File: src/rtl/fp_mul_pipe.sv
// fp_mul_pipe: three-stage IEEE-754-style multiplier, RNE, flush-to-zero.
// Ports: clk/rst, in_valid/in_ready + a/b, out_valid/out_ready + result/flags.
module fp_mul_pipe #(
  parameter int EXP_W = 5,
  parameter int MAN_W = 10
) (
  input  logic                 clk,
  input  logic                 rst,
  input  logic                 in_valid,
  output logic                 in_ready,
  input  logic [EXP_W+MAN_W:0] a,
  input  logic [EXP_W+MAN_W:0] b,
  output logic                 out_valid,
  input  logic                 out_ready,
  output logic [EXP_W+MAN_W:0] result,
  output logic [3:0]           flags
);

  localparam int W  = 1 + EXP_W + MAN_W;
  localparam int MW = MAN_W + 1;
  localparam int PW = 2 * MW;
  localparam int EW = EXP_W + 2;

  localparam logic [EW-1:0] BIAS =
    EW'((1 << (EXP_W - 1)) - 1);
  localparam logic signed [EW-1:0] E_OVF =
    EW'((1 << EXP_W) - 1);
  localparam logic signed [EW-1:0] E_ZERO = '0;
  localparam logic [EXP_W-1:0] EMAX = '1;
  localparam logic [W-1:0] QNAN =
    {1'b0, EMAX, 1'b1, {(MAN_W-1){1'b0}}};

  typedef enum logic [1:0] {
    CL_NUM,
    CL_ZERO,
    CL_INF,
    CL_NAN
  } cls_e;

  typedef struct packed {
    logic              sign;
    logic [EW-1:0]     e;
    logic [MW-1:0]     ma;
    logic [MW-1:0]     mb;
    cls_e              cls;
    logic              inv;
  } s1_t;

  typedef struct packed {
    logic              sign;
    logic [EW-1:0]     e;
    logic [PW-1:0]     p;
    cls_e              cls;
    logic              inv;
  } s2_t;

  logic en;
  logic v1, v2, v3;
  s1_t  s1, s1_d;
  s2_t  s2, s2_d;

  logic [W-1:0] res_d;
  logic [3:0]   flg_d;

  assign en        = !v3 || out_ready;
  assign in_ready  = en;
  assign out_valid = v3;

  // stage 1: unpack and classify
  logic [EXP_W-1:0] ea, eb;
  logic [MAN_W-1:0] fa, fb;
  logic za, zb, ia, ib, na, nb;
  logic sna, snb, inf_zero;

  assign ea = a[MAN_W +: EXP_W];
  assign eb = b[MAN_W +: EXP_W];
  assign fa = a[MAN_W-1:0];
  assign fb = b[MAN_W-1:0];

  // subnormals (exp==0) are treated as zero
  assign za = (ea == '0);
  assign zb = (eb == '0);
  assign ia = (ea == EMAX) && (fa == '0);
  assign ib = (eb == EMAX) && (fb == '0);
  assign na = (ea == EMAX) && (fa != '0);
  assign nb = (eb == EMAX) && (fb != '0);

  // signalling NaN has the fraction MSB clear
  assign sna      = na && !fa[MAN_W-1];
  assign snb      = nb && !fb[MAN_W-1];
  assign inf_zero = (ia && zb) || (za && ib);

  always_comb begin
    s1_d      = '0;
    s1_d.sign = a[W-1] ^ b[W-1];
    s1_d.e    = {2'b00, ea} + {2'b00, eb} - BIAS;
    s1_d.ma   = {1'b1, fa};
    s1_d.mb   = {1'b1, fb};
    s1_d.inv  = inf_zero || sna || snb;
    if (na || nb || inf_zero) begin
      s1_d.cls = CL_NAN;
    end else if (ia || ib) begin
      s1_d.cls = CL_INF;
    end else if (za || zb) begin
      s1_d.cls = CL_ZERO;
    end else begin
      s1_d.cls = CL_NUM;
    end
  end

  // stage 2: mantissa product
  always_comb begin
    s2_d      = '0;
    s2_d.sign = s1.sign;
    s2_d.e    = s1.e;
    s2_d.p    = PW'(s1.ma) * PW'(s1.mb);
    s2_d.cls  = s1.cls;
    s2_d.inv  = s1.inv;
  end

  // stage 3: normalise, round, pack
  logic [PW-1:0]           pn;
  logic [MW-1:0]           kept;
  logic                    g, st, inc;
  logic [MW:0]             rnd;
  logic signed [EW-1:0]    e_f;
  logic [MAN_W-1:0]        frac;

  // product of two [1,2) mantissas lies in [1,4): at most one shift
  assign pn   = s2.p[PW-1] ? s2.p : {s2.p[PW-2:0], 1'b0};
  assign kept = pn[PW-1 -: MW];
  assign g    = pn[MAN_W];
  assign st   = |pn[MAN_W-1:0];
  assign inc  = g && (st || kept[0]);
  assign rnd  = {1'b0, kept} + {{MW{1'b0}}, inc};

  // a rounding carry leaves 10..0, so the fraction is rnd[MAN_W:1]
  assign e_f  = s2.e + EW'(s2.p[PW-1]) + EW'(rnd[MW]);
  assign frac = rnd[MW] ? rnd[MAN_W:1] : rnd[MAN_W-1:0];

  always_comb begin
    res_d = '0;
    flg_d = '0;
    case (s2.cls)
      CL_NAN: begin
        res_d = QNAN;
        flg_d = {s2.inv, 3'b000};
      end
      CL_INF: begin
        res_d = {s2.sign, EMAX, {MAN_W{1'b0}}};
      end
      CL_ZERO: begin
        res_d = {s2.sign, {(W-1){1'b0}}};
      end
      default: begin
        if (e_f >= E_OVF) begin
          res_d = {s2.sign, EMAX, {MAN_W{1'b0}}};
          flg_d = 4'b0101;
        end else if (e_f <= E_ZERO) begin
          res_d = {s2.sign, {(W-1){1'b0}}};
          flg_d = 4'b0011;
        end else begin
          res_d = {s2.sign, e_f[EXP_W-1:0], frac};
          flg_d = {3'b000, g || st};
        end
      end
    endcase
  end

  always_ff @(posedge clk) begin
    if (rst) begin
      v1     <= 1'b0;
      v2     <= 1'b0;
      v3     <= 1'b0;
      s1     <= '0;
      s2     <= '0;
      result <= '0;
      flags  <= '0;
    end else if (en) begin
      v1     <= in_valid;
      s1     <= s1_d;
      v2     <= v1;
      s2     <= s2_d;
      v3     <= v2;
      result <= res_d;
      flags  <= flg_d;
    end
  end

endmodule
File: config.mk
export PLATFORM = sky130hd
export DESIGN_NAME = fp_mul_pipe
export DESIGN_NICKNAME = d
export VERILOG_FILES = /design/src/rtl/fp_mul_pipe.sv
export SDC_FILE = /design/constraint.sdc
export NUM_CORES = 1
export LEC_CHECK = 0
export CAP_MARGIN = 20
export CORE_MARGIN = 5
export CORE_UTILIZATION = 55
export DETAILED_ROUTE_END_ITERATION = 6
export GPL_TIMING_DRIVEN = 0
export PLACE_DENSITY = 0.76
export SYNTH_ARGS = -nofsm -noshare
export SYNTH_HDL_FRONTEND = slang
export SYNTH_SLANG_ARGS = --single-unit
File: constraint.sdc
create_clock -name clk -period 6.2 [get_ports clk]
set_input_delay 1.24 -clock clk [delete_from_list [all_inputs] [get_ports clk]]
set_output_delay 1.24 -clock clk [all_outputs]
set_load 0.03 [all_outputs]
==> out/results.txt, run 1 <==
Outcome -> finished clean
Launching point of the worst reg2reg path -> s1[24]
Standard-cell rows -> 44
Hold Vio Cnt, Final -> 0
Final Worst Setup Slack -> 0.320 ns
Number of placed I/O pins -> 58
Width of the die -> 132 um
Final worst clock skew -> 0.0110 ns
Required time of the worst setup path -> 6.43 ns
Final Slew Violations -> 0
Clock tree from TritonCTS -> built
Multiplexer share of the synthesized area -> 0.609%
Unrepaired setup endpoints after global routing -> no
Cell chain of the critical path -> clkbuf_1 > nand2_1 > fa_1 > fa_1 > inv_1 > fa_1 > fa_1 > inv_1 > fa_1 > inv_1 > ha_1 > and3_1 > nor2_1 > a21oi_1 > a31oi_1 > a21oi_1 > nor4_1 > a311o_1
Leakage power -> 0.00427 uW
Critical path start-end classification -> flop to flop
Warnings, synthesis -> 0
Critical Path Start Type -> flop
Hold path startpoint -> s1[31]
Number of nets produced by synthesis -> 1193
Count of flip-flops with a built-in enable after synthesis -> 0
Internal Power -> 1170 uW
Final Routed Wirelength -> 20.5 mm
Dpl cells -> 1243
DRT antenna net count -> 0
Post-cts sizing count -> 0
Detail-routed via count per cell -> 5.66
Violation count after the first detailed-route iteration -> 474
Crit path largest cell delay -> 0.58 ns
Netlist cell types -> 63
Overall fraction of global-route tracks in use -> 24.5%
Synthesis-to-layout area growth -> 13.0%
Area of the die -> 0.0175 sq mm
Placed wire-length estimate -> 16.6 mm
Sequential Area -> 0.00176 sq mm
Post-route insts no fill -> 1259
Count of buffer and inverter cells on the critical path -> 4
Share of power burned in the clock network -> 28.0%
Most common cell after layout, fill and taps aside -> sky130_fd_sc_hd__nand2_1
Peak supply drop -> 0.125 mV
Number of buffers inserted to repair setup after CTS -> 0
Yosys reg bits -> 88
Arrival time reported for the critical path endpoint -> 6.11 ns
Worst setup path startpoint -> s1[24]
Ratio of total power to cell area -> 198 mW/mm^2
Initial Utilization -> 56.4%
Overall overflow remaining after global route -> 0
Total negative slack for setup checks -> 0 ns
Vertical die dimension -> 132 um
Routed wire length per instance -> 16.3 um
Critical path fanouts, max -> 10
Slowest cell on crit path -> sky130_fd_sc_hd__fa_1
Final-stage net count -> 1260
Fraction of layout instances using a drive strength above 1 -> 3.44%
Combinational family with the most area after synthesis -> adder cells
Clock root cell -> sky130_fd_sc_hd__clkbuf_16
Via count -> 7132
Switching power of the nets -> 670 uW
Clock buffer count from CTS -> 9
Min cycle time layout -> 5.88 ns
Top library cells by usage in the layout, fill and taps aside -> sky130_fd_sc_hd__nand2_1 (183), sky130_fd_sc_hd__inv_1 (122), sky130_fd_sc_hd__dfxtp_1 (88)
Quantity of hold-fixing buffers added after cts -> 0
Portion of the post-synthesis area used by sequential elements -> 21.4%
Type of element capturing the critical path -> flop
Number of iterations in the first detailed-routing pass -> 4
Slew of the pin with the lowest slew margin -> 0.753 ns
PortBufs -> 56
Number of clock sinks -> 88
Remaining routing DRC violations -> 0
Portion of total power attributed to combinational logic -> 35.5%
Synthesized-area fraction occupied by ao, oa, aoi and oai cells -> 14.6%
Cell Area, Synth -> 0.00822 sq mm
Number of fill cells -> 1272
Proportion of register bits with asynchronous set or reset after synthesis -> 0%
R2R Setup Slk -> 0.32 ns
Vias in the first global route -> 7279
Worst slack at placement -> 0.387 ns
Global-route wire length before repair -> 35.5 mm
Avg Cell Area, Syn -> 8.20 sq um
Fraction of power spent switching nets -> 36.5%
Adder-cell area share of the yosys netlist -> 31.0%
Deepest clock path buffer count -> 2
Period Utilization, post-route -> 94.8%
Initial antenna violation count -> 0
CP most frequent cell -> sky130_fd_sc_hd__fa_1
Core Box Area -> 0.0146 sq mm
Area of the multi-input gates -> 0.00577 sq mm
Relative slew slack -> 49.6%
Antenna diodes -> 0
Gate count after technology mapping -> 1003
Pin count of the biggest net entering global routing -> 16
Maximum capacitance violations -> 0
Sequential power share -> 36.5%
Clock transition at path regs -> 0.06 ns
Synthesized-area fraction occupied by and/or/nand/nor cells -> 21.3%
Kind of cell adding the most delay to the critical path -> adder cells
Max Clk Rate -> 0.170 GHz
Clock latency reported for the late side of the worst-skew pair -> 0.35 ns
Final number of setup-violating endpoints -> 0
Maximum level of the CTS H-tree -> 3
Synth Area in XOR/XNOR -> 2.77%
Dominant synthesized flop cell -> sky130_fd_sc_hd__dfxtp_1
Worst min-delay path class -> flop to flop
Final RePlAce weighted congestion -> 0.918
cell usage after synthesis, drive strengths merged, types with 4 or more instances:
library cell	count	area [sq um]
a211oi	15	113
o21ai	27	165
ha	73	913
a21o	11	82.6
nor3	8	40.0
a31oi	4	25.0
inv	122	458
fa	81	1620
o21a	5	37.5
nor4	8	50.1
a311oi	8	76.3
nor2b	6	37.5
nand2b	7	51.3
mux2i	5	50.1
a21oi	74	370
nor2	44	165
nand2	183	687
and3	7	43.8
dfxtp	88	1760
buf	7	43.8
xor2	10	87.6
or4	6	45.0
nand3	20	100
xnor2	16	140
and2	73	457
clkbuf	50	189
metal layers:
metal	track usage [%]	wire (um)
met5	0	0
met4	7.47	424
met3	4.69	1210
met2	39.7	9520
met1	33.3	9340
registers in the layout (all words and copies together) (netlist names):
signal and count:
flags 4, out_valid 1, result 16, s1 32, s2 33, v1 1
v2 1
power by group through the flow:
stage	logic (uW)	clock network [uW]	registers [uW]
final	651	514	670
after detailed placement	651	0	681
after floorplan	454	0	686
after global placement	641	0	679
after global routing	745	545	677
after CTS	656	518	669
worst reg2reg max path: stages (launching register included):
cell and delay (ns):
sky130_fd_sc_hd__dfxtp_1 0.40, sky130_fd_sc_hd__clkbuf_1 0.46, sky130_fd_sc_hd__nand2_1 0.16, sky130_fd_sc_hd__fa_1 0.54
sky130_fd_sc_hd__fa_1 0.55, sky130_fd_sc_hd__inv_1 0.05, sky130_fd_sc_hd__fa_1 0.55, sky130_fd_sc_hd__fa_1 0.58
sky130_fd_sc_hd__inv_1 0.06, sky130_fd_sc_hd__fa_1 0.54, sky130_fd_sc_hd__inv_1 0.05, sky130_fd_sc_hd__ha_1 0.38
sky130_fd_sc_hd__and3_1 0.24, sky130_fd_sc_hd__nor2_1 0.05, sky130_fd_sc_hd__a21oi_1 0.34, sky130_fd_sc_hd__a31oi_1 0.20
sky130_fd_sc_hd__a21oi_1 0.21, sky130_fd_sc_hd__nor4_1 0.06, sky130_fd_sc_hd__a311o_1 0.34
area by class of cell:
cell class                      count  area share [%]
Clock inverter                      5           0.445
Inverter                          122            4.93
Tap cell                          184            2.48
Clock buffer                       11            2.51
Buffer                             57            2.52
Sequential cell                    88            19.0
Timing Repair Buffer               56            6.04
Multi-Input combinational cell    736            62.1
path summary, 6_finish.rpt:
check        cells past startpoint      to
max reg2reg                     18  s2[24]
min                              2  s1[31]
min reg2reg                      2  s1[31]
max                             18  s2[24]
through the flow:
step / power [uW] / instance area (sq um) / hold WS, ns / util [%]
after floorplan: 1140 / 8220 / 0.432 / -
after global placement: 1320 / 9010 / 0.437 / 61.8
after detailed placement: 1330 / 9010 / 0.442 / 61.8
after CTS: 1840 / 9290 / 0.454 / 63.7
after global routing: 1970 / 9290 / 0.478 / 63.7
final: 1830 / 9290 / 0.453 / 63.7
cells by family (layout without fill, tap and decap cells):
family | count (synthesis) | after routing
buf+inv | 179 | 251
xor+xnor | 26 | 26
compound gates | 178 | 178
simple gates | 372 | 372
fa+ha+maj | 155 | 155
flops | 88 | 88
mux | 5 | 5
(Power assumes the default switching activity.)
==> inputs of run 2 (changes only) <==
- CAP_MARGIN: 20 -> 0
- SKIP_CTS_REPAIR_TIMING: not set -> 1
==> results of run 2 <==
Same layout as run 1: the final DEF is identical, and so are final timing and power.
==> inputs of run 3 (changes only) <==
- CTS_BUF_LIST: not set -> sky130_fd_sc_hd__clkbuf_4
==> run 3 against run 2 <==
Cell count is essentially flat. Sequential power is essentially flat. Non-clock buffer count is the same. Routed wire length shrank 0.65%. Clock-buffer cell count is the same. Die area is the same. Clock power shrank 40%. Final area shrank 1.6%. Combinational power is essentially flat. Clock skew grew 0.0081 ns. Global-route usage shrank 0.066 points.
==> out/results.txt, run 3 (synthesized netlist as in run 1, its figures left out) <==
Outcome -> finished clean
Required time of the worst setup path -> 6.53 ns (+0.10 ns)
Register name with the most flops -> s2
Remaining routing DRC violations -> 0 (unchanged)
Critical path destination -> s2[24]
Ratio of total power to cell area -> 178 mW/mm^2 (-10%)
Deepest clock path buffer count -> 2 (unchanged)
Crit path largest cell delay -> 0.58 ns (about the same)
Via count -> 7139 (+0.098%)
Pin count of the biggest net entering global routing -> 16 (unchanged)
PortBufs -> 56 (unchanged)
R2R Setup Slk -> 0.30 ns (-0.02 ns)
Share of the core filled with cells in the final layout -> 62.7% (-1.0 points)
Total negative slack for setup checks -> 0 ns (unchanged)
Worst setup path startpoint -> s1[24]
Count of buffer and inverter cells on the critical path -> 4 (unchanged)
Peak supply drop -> 0.131 mV (+4.7%)
Number of clock sinks -> 88 (unchanged)
Min cycle time layout -> 5.90 ns (+0.0228 ns)
Core Box Area -> 0.0146 sq mm (unchanged)
Hold Vio Cnt, Final -> 0 (unchanged)
Critical path start-end classification -> flop to flop
Cell chain of the critical path -> clkbuf_1 > nand2_1 > fa_1 > fa_1 > inv_1 > fa_1 > fa_1 > inv_1 > fa_1 > inv_1 > ha_1 > and3_1 > nor2_1 > a21oi_1 > a31oi_1 > a21oi_1 > nor4_1 > a311o_1
DRT antenna net count -> 0 (unchanged)
Sequential Area -> 0.00176 sq mm (unchanged)
Violation count after the first detailed-route iteration -> 395 (-17%)
Final worst clock skew -> 0.0191 ns (+0.00811 ns)
Critical Path Start Type -> flop
Initial antenna violation count -> 1 (+1)
Relative slew slack -> 48.1% (-1.5 points)
Number of placed I/O pins -> 58 (unchanged)
Clock buffer count from CTS -> 9 (unchanged)
Area of the die -> 0.0175 sq mm (unchanged)
Detail-routed via count per cell -> 5.67 (about the same)
Worst min-delay path class -> flop to flop
Type of element capturing the critical path -> flop
Final RePlAce weighted congestion -> 0.918 (unchanged)
Maximum capacitance violations -> 0 (unchanged)
Slew of the pin with the lowest slew margin -> 0.776 ns (+0.0230 ns)
Leakage power -> 0.00421 uW (-1.5%)
Reg2reg path depth -> 18 (unchanged)
Launching point of the worst reg2reg path -> s1[24]
Area of the multi-input gates -> 0.00577 sq mm (unchanged)
Unrepaired setup endpoints after global routing -> no
Critical path fanouts, max -> 10 (unchanged)
Initial Utilization -> 56.4% (unchanged)
Width of the die -> 132 um (unchanged)
Final Slew Violations -> 0 (unchanged)
Clock latency reported for the late side of the worst-skew pair -> 0.45 ns (+0.10 ns)
Arrival time reported for the critical path endpoint -> 6.24 ns (+0.13 ns)
Number of fill cells -> 1306 (+2.7%)
Clock root cell -> sky130_fd_sc_hd__clkbuf_4
Fraction of layout instances using a drive strength above 1 -> 3.63% (+0.19 points)
Maximum level of the CTS H-tree -> 3 (unchanged)
Global-route wire length before repair -> 35.5 mm (about the same)
Slowest cell on crit path -> sky130_fd_sc_hd__fa_1
Vertical die dimension -> 132 um (unchanged)
Terminus of the critical flop-to-flop path -> s2[24]
Overall fraction of global-route tracks in use -> 24.4% (-0.066 points)
Vias in the first global route -> 7218 (-0.84%)
Final number of setup-violating endpoints -> 0 (unchanged)
Top library cells by usage in the layout, fill and taps aside -> sky130_fd_sc_hd__nand2_1 (183), sky130_fd_sc_hd__inv_1 (122), sky130_fd_sc_hd__dfxtp_1 (88)
Final-stage net count -> 1260 (unchanged)
Clock tree from TritonCTS -> built
Largest register FFs -> 33 (unchanged)
CP most frequent cell -> sky130_fd_sc_hd__fa_1
Hold path startpoint -> s1[32]
Number of cells on the critical path -> 18 (unchanged)
Clock transition at path regs -> 0.14 ns (+0.08 ns)
Routed wire length per instance -> 16.2 um (-0.73%)
Standard-cell rows -> 44 (unchanged)
Kind of cell adding the most delay to the critical path -> adder cells
Number of iterations in the first detailed-routing pass -> 5 (+1)
Period Utilization, post-route -> 95.2% (+0.37 points)
Max Clk Rate -> 0.169 GHz (-0.39%)
Overall overflow remaining after global route -> 0 (unchanged)
Final Routed Wirelength -> 20.4 mm (-0.65%)
Synthesis-to-layout area growth -> 11.2%
Placed wire-length estimate -> 16.6 mm (unchanged)
Most common cell after layout, fill and taps aside -> sky130_fd_sc_hd__nand2_1
Biggest registers after layout -> s2: 33 flops, s1: 32 flops, result: 16 flops
[run 3: changes by cell type in the layout (fill, tap and decap cells not counted)]
cell,previous run,this run
sky130_fd_sc_hd__diode_2,0,1
sky130_fd_sc_hd__clkbuf_4,0,11
sky130_fd_sc_hd__clkbuf_1,50,48
sky130_fd_sc_hd__clkbuf_16,9,0
[run 3: through the flow]
| step | cells | cell area (sq um) | hold WS (ns) | setup WS, ns | power [uW] |
|---|---|---|---|---|---|
| after floorplan | 1003 | 8220 | 0.432 | 1.09 | 1140 |
| after global placement | 1243 | 9010 | 0.437 | 0.425 | 1320 |
| after detailed placement | 1243 | 9010 | 0.442 | 0.387 | 1330 |
| after CTS | 1259 | 9140 | 0.460 | 0.321 | 1640 |
| after global routing | 1260 | 9140 | 0.488 | 0.0443 | 1760 |
| final | 1260 | 9140 | 0.455 | 0.297 | 1630 |
[run 3: worst min-delay path by stage]
stage | slack, ns | cells after the start | end
6_report | 0.45 | 2 | s2[32]
5_1_grt | 0.49 | 2 | result[8]
4_1_cts | 0.46 | 2 | s2[32]
3_5_place_dp | 0.44 | 2 | result[4]
3_3_place_gp | 0.44 | 2 | flags[3]
2_1_floorplan | 0.43 | 2 | s2[32]
[run 3: where the power goes]
group,switching [uW],internal [uW],total (uW)
clock,210,96.0,306
combinational,383,267,650
sequential,48.1,622,670
total,641,985,1630
[run 3: per-layer routing]
| metal | GRT usage, % | share of wire [%] |
|---|---|---|
| met2 | 39.5 | 46 |
| met5 | 0 | 0 |
| met4 | 6.96 | 1.9 |
| met1 | 33.6 | 45 |
| met3 | 4.43 | 6.5 |
[run 3: worst reg2reg max path, cell delays in order (launching register included)]
cell and delay (ns):
sky130_fd_sc_hd__dfxtp_1 0.43, sky130_fd_sc_hd__clkbuf_1 0.46, sky130_fd_sc_hd__nand2_1 0.16, sky130_fd_sc_hd__fa_1 0.54
sky130_fd_sc_hd__fa_1 0.55, sky130_fd_sc_hd__inv_1 0.05, sky130_fd_sc_hd__fa_1 0.55, sky130_fd_sc_hd__fa_1 0.58
sky130_fd_sc_hd__inv_1 0.06, sky130_fd_sc_hd__fa_1 0.54, sky130_fd_sc_hd__inv_1 0.05, sky130_fd_sc_hd__ha_1 0.38
sky130_fd_sc_hd__and3_1 0.24, sky130_fd_sc_hd__nor2_1 0.05, sky130_fd_sc_hd__a21oi_1 0.34, sky130_fd_sc_hd__a31oi_1 0.20
sky130_fd_sc_hd__a21oi_1 0.21, sky130_fd_sc_hd__nor4_1 0.07, sky130_fd_sc_hd__a311o_1 0.35
[run 3: layout make-up]
type	instances	area share (%)
Timing Repair Buffer	56	6.13
Clock inverter	5	0.452
Sequential cell	88	19.3
Clock buffer	11	0.903
Tap cell	184	2.52
Multi-Input combinational cell	736	63.1
Antenna cell	1	0.0274
Buffer	57	2.56
Inverter	122	5.01
==> variant 1 (settings of run 3) <==
Change the parameter `EXP_W` from 5 to 3.
--- a/src/rtl/fp_mul_pipe.sv
+++ b/src/rtl/fp_mul_pipe.sv
@@ -2,5 +2,5 @@
 // Ports: clk/rst, in_valid/in_ready + a/b, out_valid/out_ready + result/flags.
 module fp_mul_pipe #(
-  parameter int EXP_W = 5,
+  parameter int EXP_W = 3,
   parameter int MAN_W = 10
 ) (
Ports: changed (resized a, b and result); port bits go from 58 to 52. The function was not compared with the original's and may differ.
==> variant 1 against run 3 <==
The flow now finishes with violations (DRC). Clock power hardly changed. Sequential cell count is 6 lower. Setup slack better by 88 ps. Hold slack better by 1.9 ps. Cell area is 6.1% lower. Sequential share of layout area is 0.14 points lower. Synthesized cell count is 5.0% lower. Routed wire length is 1.9% lower. Power is 5.6% lower. Area after synthesis is 6.0% lower. Highest routed layer unchanged.
==> variant 1: results (changes against run 3) <==
* Status: finished, violations left
* Failing checks: DRC
* Sequential area share after synthesis at 21.2% (-0.18 points)
* VDD IR max at 0.170 mV (+30%)
* Final #Nets at 1196 (-5.1%)
* CP arrival at 6180 ps (-60 ps)
* RR Startpoint: s1[14]
* FF-to-FF End: s2[22]
* Commonest cells in the netlist: nand2_1 (169), inv_1 (120), dfxtp_1 (82), fa_1 (82), a21oi_1 (77)
* P_leak at 3.91 nW (-7.1%)
* First-pass DRT Iterations at 7 (+2)
* R2R Setup Slk at 390 ps (+90 ps)
* Share of cells above drive strength 1 at 2.55% (-1.1 points)
* Total GRT Usage at 25.1% (+0.72 points)
* # fillers at 1251 (-4.2%)
* DRC Markers at 4 (+4)
* Largest regs: s2 (31), s1 (30), result (14)
* TritonCTS buffer count at 9 (unchanged)
* Wire length per cell at 16.7 um (+3.1%)
* I/O Buffers at 50 (-11%)
* ANT cells at 0 (-1)
* Placer Congestion at 0.863 (-6.0%)
* Pre-CTS setup slack at 459 ps (+72.2 ps)
* Initial antenna violation count at 0 (-1)
* Syn Nets at 1135 (-4.9%)
* Top post-synthesis cells by area: dfxtp_1 (21%), fa_1 (21%), ha_1 (11%)
* Crit path max fanout at 10 (unchanged)
* Hold slack at 457 ps (+1.87 ps)
* Worst Reg2Reg Path Length in Cells at 17 (-1)
* Post-synth cell types at 56 (-11%)
* Largest net degree at the start of global routing at 17 (+1)
* First-pass GRT wire length at 33300 um (-6.1%)
* Max transition margin at 54.5% (+6.5 points)
* DR iter-0 viols at 534 (+35%)
* Clock Skew at 29.8 ps (+10.7 ps)
* Min-Delay Startpoint: v1
* Main synth FF type: dfxtp_1
* Post-detail-place hpwl at 15500 um (-7.0%)
[variant 1: worst max-delay path by stage]
stage / to / slack, ps / cells past startpoint
2_1_floorplan: s2[22] / 1130 / 17
3_3_place_gp: s2[22] / 470 / 17
3_5_place_dp: s2[22] / 460 / 17
4_1_cts: s2[22] / 370 / 17
5_1_grt: s2[22] / 30 / 17
6_report: s2[22] / 390 / 17
[variant 1: worst max-delay path, cell delays in order, from the launching register on]
cell and delay (ps):
dfxtp_1 410, clkbuf_1 450, nand2_1 150, fa_1 530, fa_1 550, inv_1 60, fa_1 540, fa_1 560
inv_1 60, fa_1 540, inv_1 50, ha_1 380, a21oi_1 110, o21ai_0 470, and2_1 210, a211oi_1 80
or4_1 500, o211ai_1 90
[variant 1: power by group]
group / leakage (nW) / switching, mW / internal [mW]
clock network: 0.0692 / 0.218 / 0.0896
logic: 3.16 / 0.356 / 0.244
registers: 0.676 / 0.0481 / 0.579
total: 3.91 / 0.622 / 0.913
[variant 1: area by class of cell]
class | instances | area, sq um | share of cell area (%)
Buffer | 51 | 194 | 2.26
Clock buffer | 9 | 67.6 | 0.788
Clock inverter | 7 | 58.8 | 0.686
Inverter | 122 | 458 | 5.34
Multi-Input combinational cell | 698 | 5430 | 63.3
Sequential cell | 82 | 1640 | 19.1
Tap cell | 180 | 225 | 2.63
Timing Repair Buffer | 50 | 500 | 5.83
[variant 1: layer usage]
layer	global-route usage (%)	share of wire [%]	vias to the layer above	wire (um)
li1	-	-	3212	-
met5	0	0	-	0
met1	35.1	45	3225	9090
met3	4.32	5.5	47	1100
met2	40.4	46	211	9240
met4	7.29	2.7	0	539
[variant 1: per-stage QoR]
| stage | instance area [sq um] | power (mW) | instances |
|---|---|---|---|
| floorplan | 7730 | 1.05 | 953 |
| CTS | 8580 | 1.54 | 1199 |
| finish | 8580 | 1.54 | 1199 |
| global placement | 8450 | 1.22 | 1183 |
| global route | 8580 | 1.66 | 1199 |
| detailed placement | 8450 | 1.23 | 1183 |
[variant 1: cell families (layout without fill, tap and decap cells)]
family | after synthesis | count (layout) | share of synthesized area (%)
simple gates | 359 | 359 | 22.1
xor+xnor | 19 | 19 | 2.15
fa+ha+maj | 150 | 150 | 32.3
buf+inv | 173 | 239 | 8.44
compound gates | 161 | 161 | 12.6
flops | 82 | 82 | 21.2
mux | 9 | 9 | 1.17
==> variant 2 (config.mk and constraints of run 3) <==
Without the edit above. Register the output `flags` once more, cleared by the reset; this adds one clock of latency there. The other outputs are not delayed to match.
--- a/src/rtl/fp_mul_pipe.sv
+++ b/src/rtl/fp_mul_pipe.sv
@@ -55,4 +55,6 @@
   } s2_t;
 
+  logic [3:0] flags_s0;
+
   logic en;
   logic v1, v2, v3;
@@ -176,5 +178,5 @@
       s2     <= '0;
       result <= '0;
-      flags  <= '0;
+      flags_s0 <= '0;
     end else if (en) begin
       v1     <= in_valid;
@@ -184,7 +186,15 @@
       v3     <= v2;
       result <= res_d;
-      flags  <= flg_d;
+      flags_s0 <= flg_d;
     end
   end
 
+  always_ff @(posedge clk) begin
+    if (rst) begin
+      flags <= '0;
+    end else begin
+      flags <= flags_s0;
+    end
+  end
+
 endmodule
Behaviour: not the same (Yosys sat finds a counterexample within 4 cycles, from zero or initial values and one cycle with rst high).
==> variant 2 against run 3 <==
Setup slack better by 72 ps. Cell area down 0.53%. Area after synthesis down 0.90%. Clock power up 11%. Count of clock-buffer cells in the layout down 2. Critical endpoint unchanged. Power up 3.0%. Routed wire length down 1.7%. Sequential cell count up 4.
==> variant 2: results (changes against run 3) <==
* Syn Nets at 1181 (-1.0%)
* Min-Delay Path Class: flop to flop
* P_leak at 4.11 nW (-2.3%)
* # fillers at 1301 (-0.38%)
* CP arrival at 6190 ps (-50 ps)
* TritonCTS buffer count at 9 (unchanged)
* Psw at 632 uW (-1.5%)
* Max Used Layer: met4
* Total GRT Usage at 23.3% (-1.1 points)
* Synth Area per Inst at 8.22 sq um (+0.30%)
* Placed Instance Area at 8950 sq um (-0.71%)
* Worst-skew pair later-pin latency at 470 ps (+20 ps)
* First-pass DRT Iterations at 7 (+2)
* Top post-synthesis cells by area: dfxtp_1 (23%), fa_1 (20%), ha_1 (11%)
* Largest net degree at the start of global routing at 17 (+1)
* Share of cells above drive strength 1 at 2.35% (-1.3 points)
* Clock Skew at 19.0 ps (-0.0962 ps)
* Post-detail-place hpwl at 16200 um (-2.5%)
* I/O Buffers at 57 (+1.8%)
* Synth Area in XOR/XNOR at 3.12% (+0.35 points)
* Status: completed
* WL final at 20000 um (-1.7%)
* DR WL met3 at 1330 um (-0.38%)
* Synth Area in Adders at 31.1% (+0.16 points)
* Vias per cell at 5.54 (-2.2%)
* Compound-cell area share of the yosys netlist at 13.6% (-1.0 points)
* Reg clk slew, reported paths at 150 ps
* Mux cell area share after synthesis at 1.14% (+0.53 points)
* Vias in the first global route at 6882 (-4.7%)
* Commonest cells in the netlist: nand2_1 (179), inv_1 (123), dfxtp_1 (92)
* Max transition margin at 50.2% (+2.2 points)
* First-pass GRT wire length at 33500 um (-5.6%)
* Slowest cell delay on critical path at 550 ps (-30 ps)
* Wire length per cell at 16.0 um (-0.86%)
* Placer Congestion at 0.921 (+0.26%)
* VDD IR max at 0.132 mV (+0.72%)
* DR WL met2 at 9390 um (-0.24%)
* Sequential area share after synthesis at 22.6% (+1.2 points)
* Post-synth cell types at 55 (-13%)
* DR iter-0 viols at 475 (+20%)
* Pre-CTS setup slack at 326 ps (-61.1 ps)
* Wl on met1 at 8720 um (-5.4%)
[variant 2: cell types whose count changed in the layout (fill, tap and decap cells not counted), moves of 4 or more]
cell      change
nor2b_1       +5
a211oi_1      -5
o31ai_1       +4
nand3_1       -8
o21ai_2       -8
o21ai_0       +8
dfxtp_1       +4
xnor2_1       +4
nand2_1       -4
a21oi_1      +12
nor2_1        -8
[variant 2: path summary, 6_finish.rpt]
path	startpoint	to	slack (ps)	cells past startpoint
setup / recovery	s1[23]	s2[24]	370	19
hold / removal	s2[6]	s2[6]	460	2
setup reg to reg	s1[23]	s2[24]	370	19
hold reg to reg	s2[6]	s2[6]	460	2
[variant 2: layer usage]
metal | global-route usage [%] | vias up
met4 | 7.31 | 0
li1 | - | 3351
met1 | 31.3 | 3297
met2 | 38.9 | 236
met5 | 0 | -
met3 | 3.59 | 39
[variant 2: worst reg2reg max path: stages (launching register included)]
cell and delay, ps:
dfxtp_1 440, clkbuf_1 540, nand2_1 150, fa_1 530, inv_1 60, fa_1 520, fa_1 450, fa_1 550
inv_1 50, fa_1 530, inv_1 40, ha_1 400, nand4_1 150, nor2_1 130, o31a_1 180, nor4_1 80
o31ai_1 350, o22ai_1 140, xnor2_1 350, o2bb2ai_1 110
[variant 2: power groups by stage]
stage / Sequential (mW) / Clock (mW) / Combinational [mW]
2_1_floorplan: 0.716 / 0 / 0.433
3_3_place_gp: 0.709 / 0 / 0.623
3_5_place_dp: 0.710 / 0 / 0.634
4_1_cts: 0.697 / 0.348 / 0.639
5_1_grt: 0.706 / 0.373 / 0.718
6_report: 0.698 / 0.341 / 0.636
[variant 2: kinds of logic after synthesis]
logic type      Yosys count
flops                    92
compound gates          178
buf+inv                 176
xor+xnor                 29
mux                       9
fa+ha+maj               154
simple gates            353
[variant 2: final cells by class]
class / instances / area [sq um] / area share [%]
inverters: 123 / 462 / 5.08
flip-flops and latches: 92 / 1840 / 20.3
well taps: 184 / 230 / 2.53
repair buffers: 57 / 571 / 6.28
multi-input cells: 723 / 5630 / 62.0
plain buffers: 53 / 213 / 2.34
diodes: 1 / 2.50 / 0.0275
clock inverters: 7 / 71.3 / 0.784
clock buffers: 9 / 67.6 / 0.743
[variant 2: per-stage QoR]
| step | power [mW] | hold WS (ps) |
|---|---|---|
| final | 1.68 | 463 |
| after global routing | 1.80 | 474 |
| after CTS | 1.68 | 462 |
| after detailed placement | 1.34 | 445 |
| after global placement | 1.33 | 439 |
| after floorplan | 1.15 | 429 |
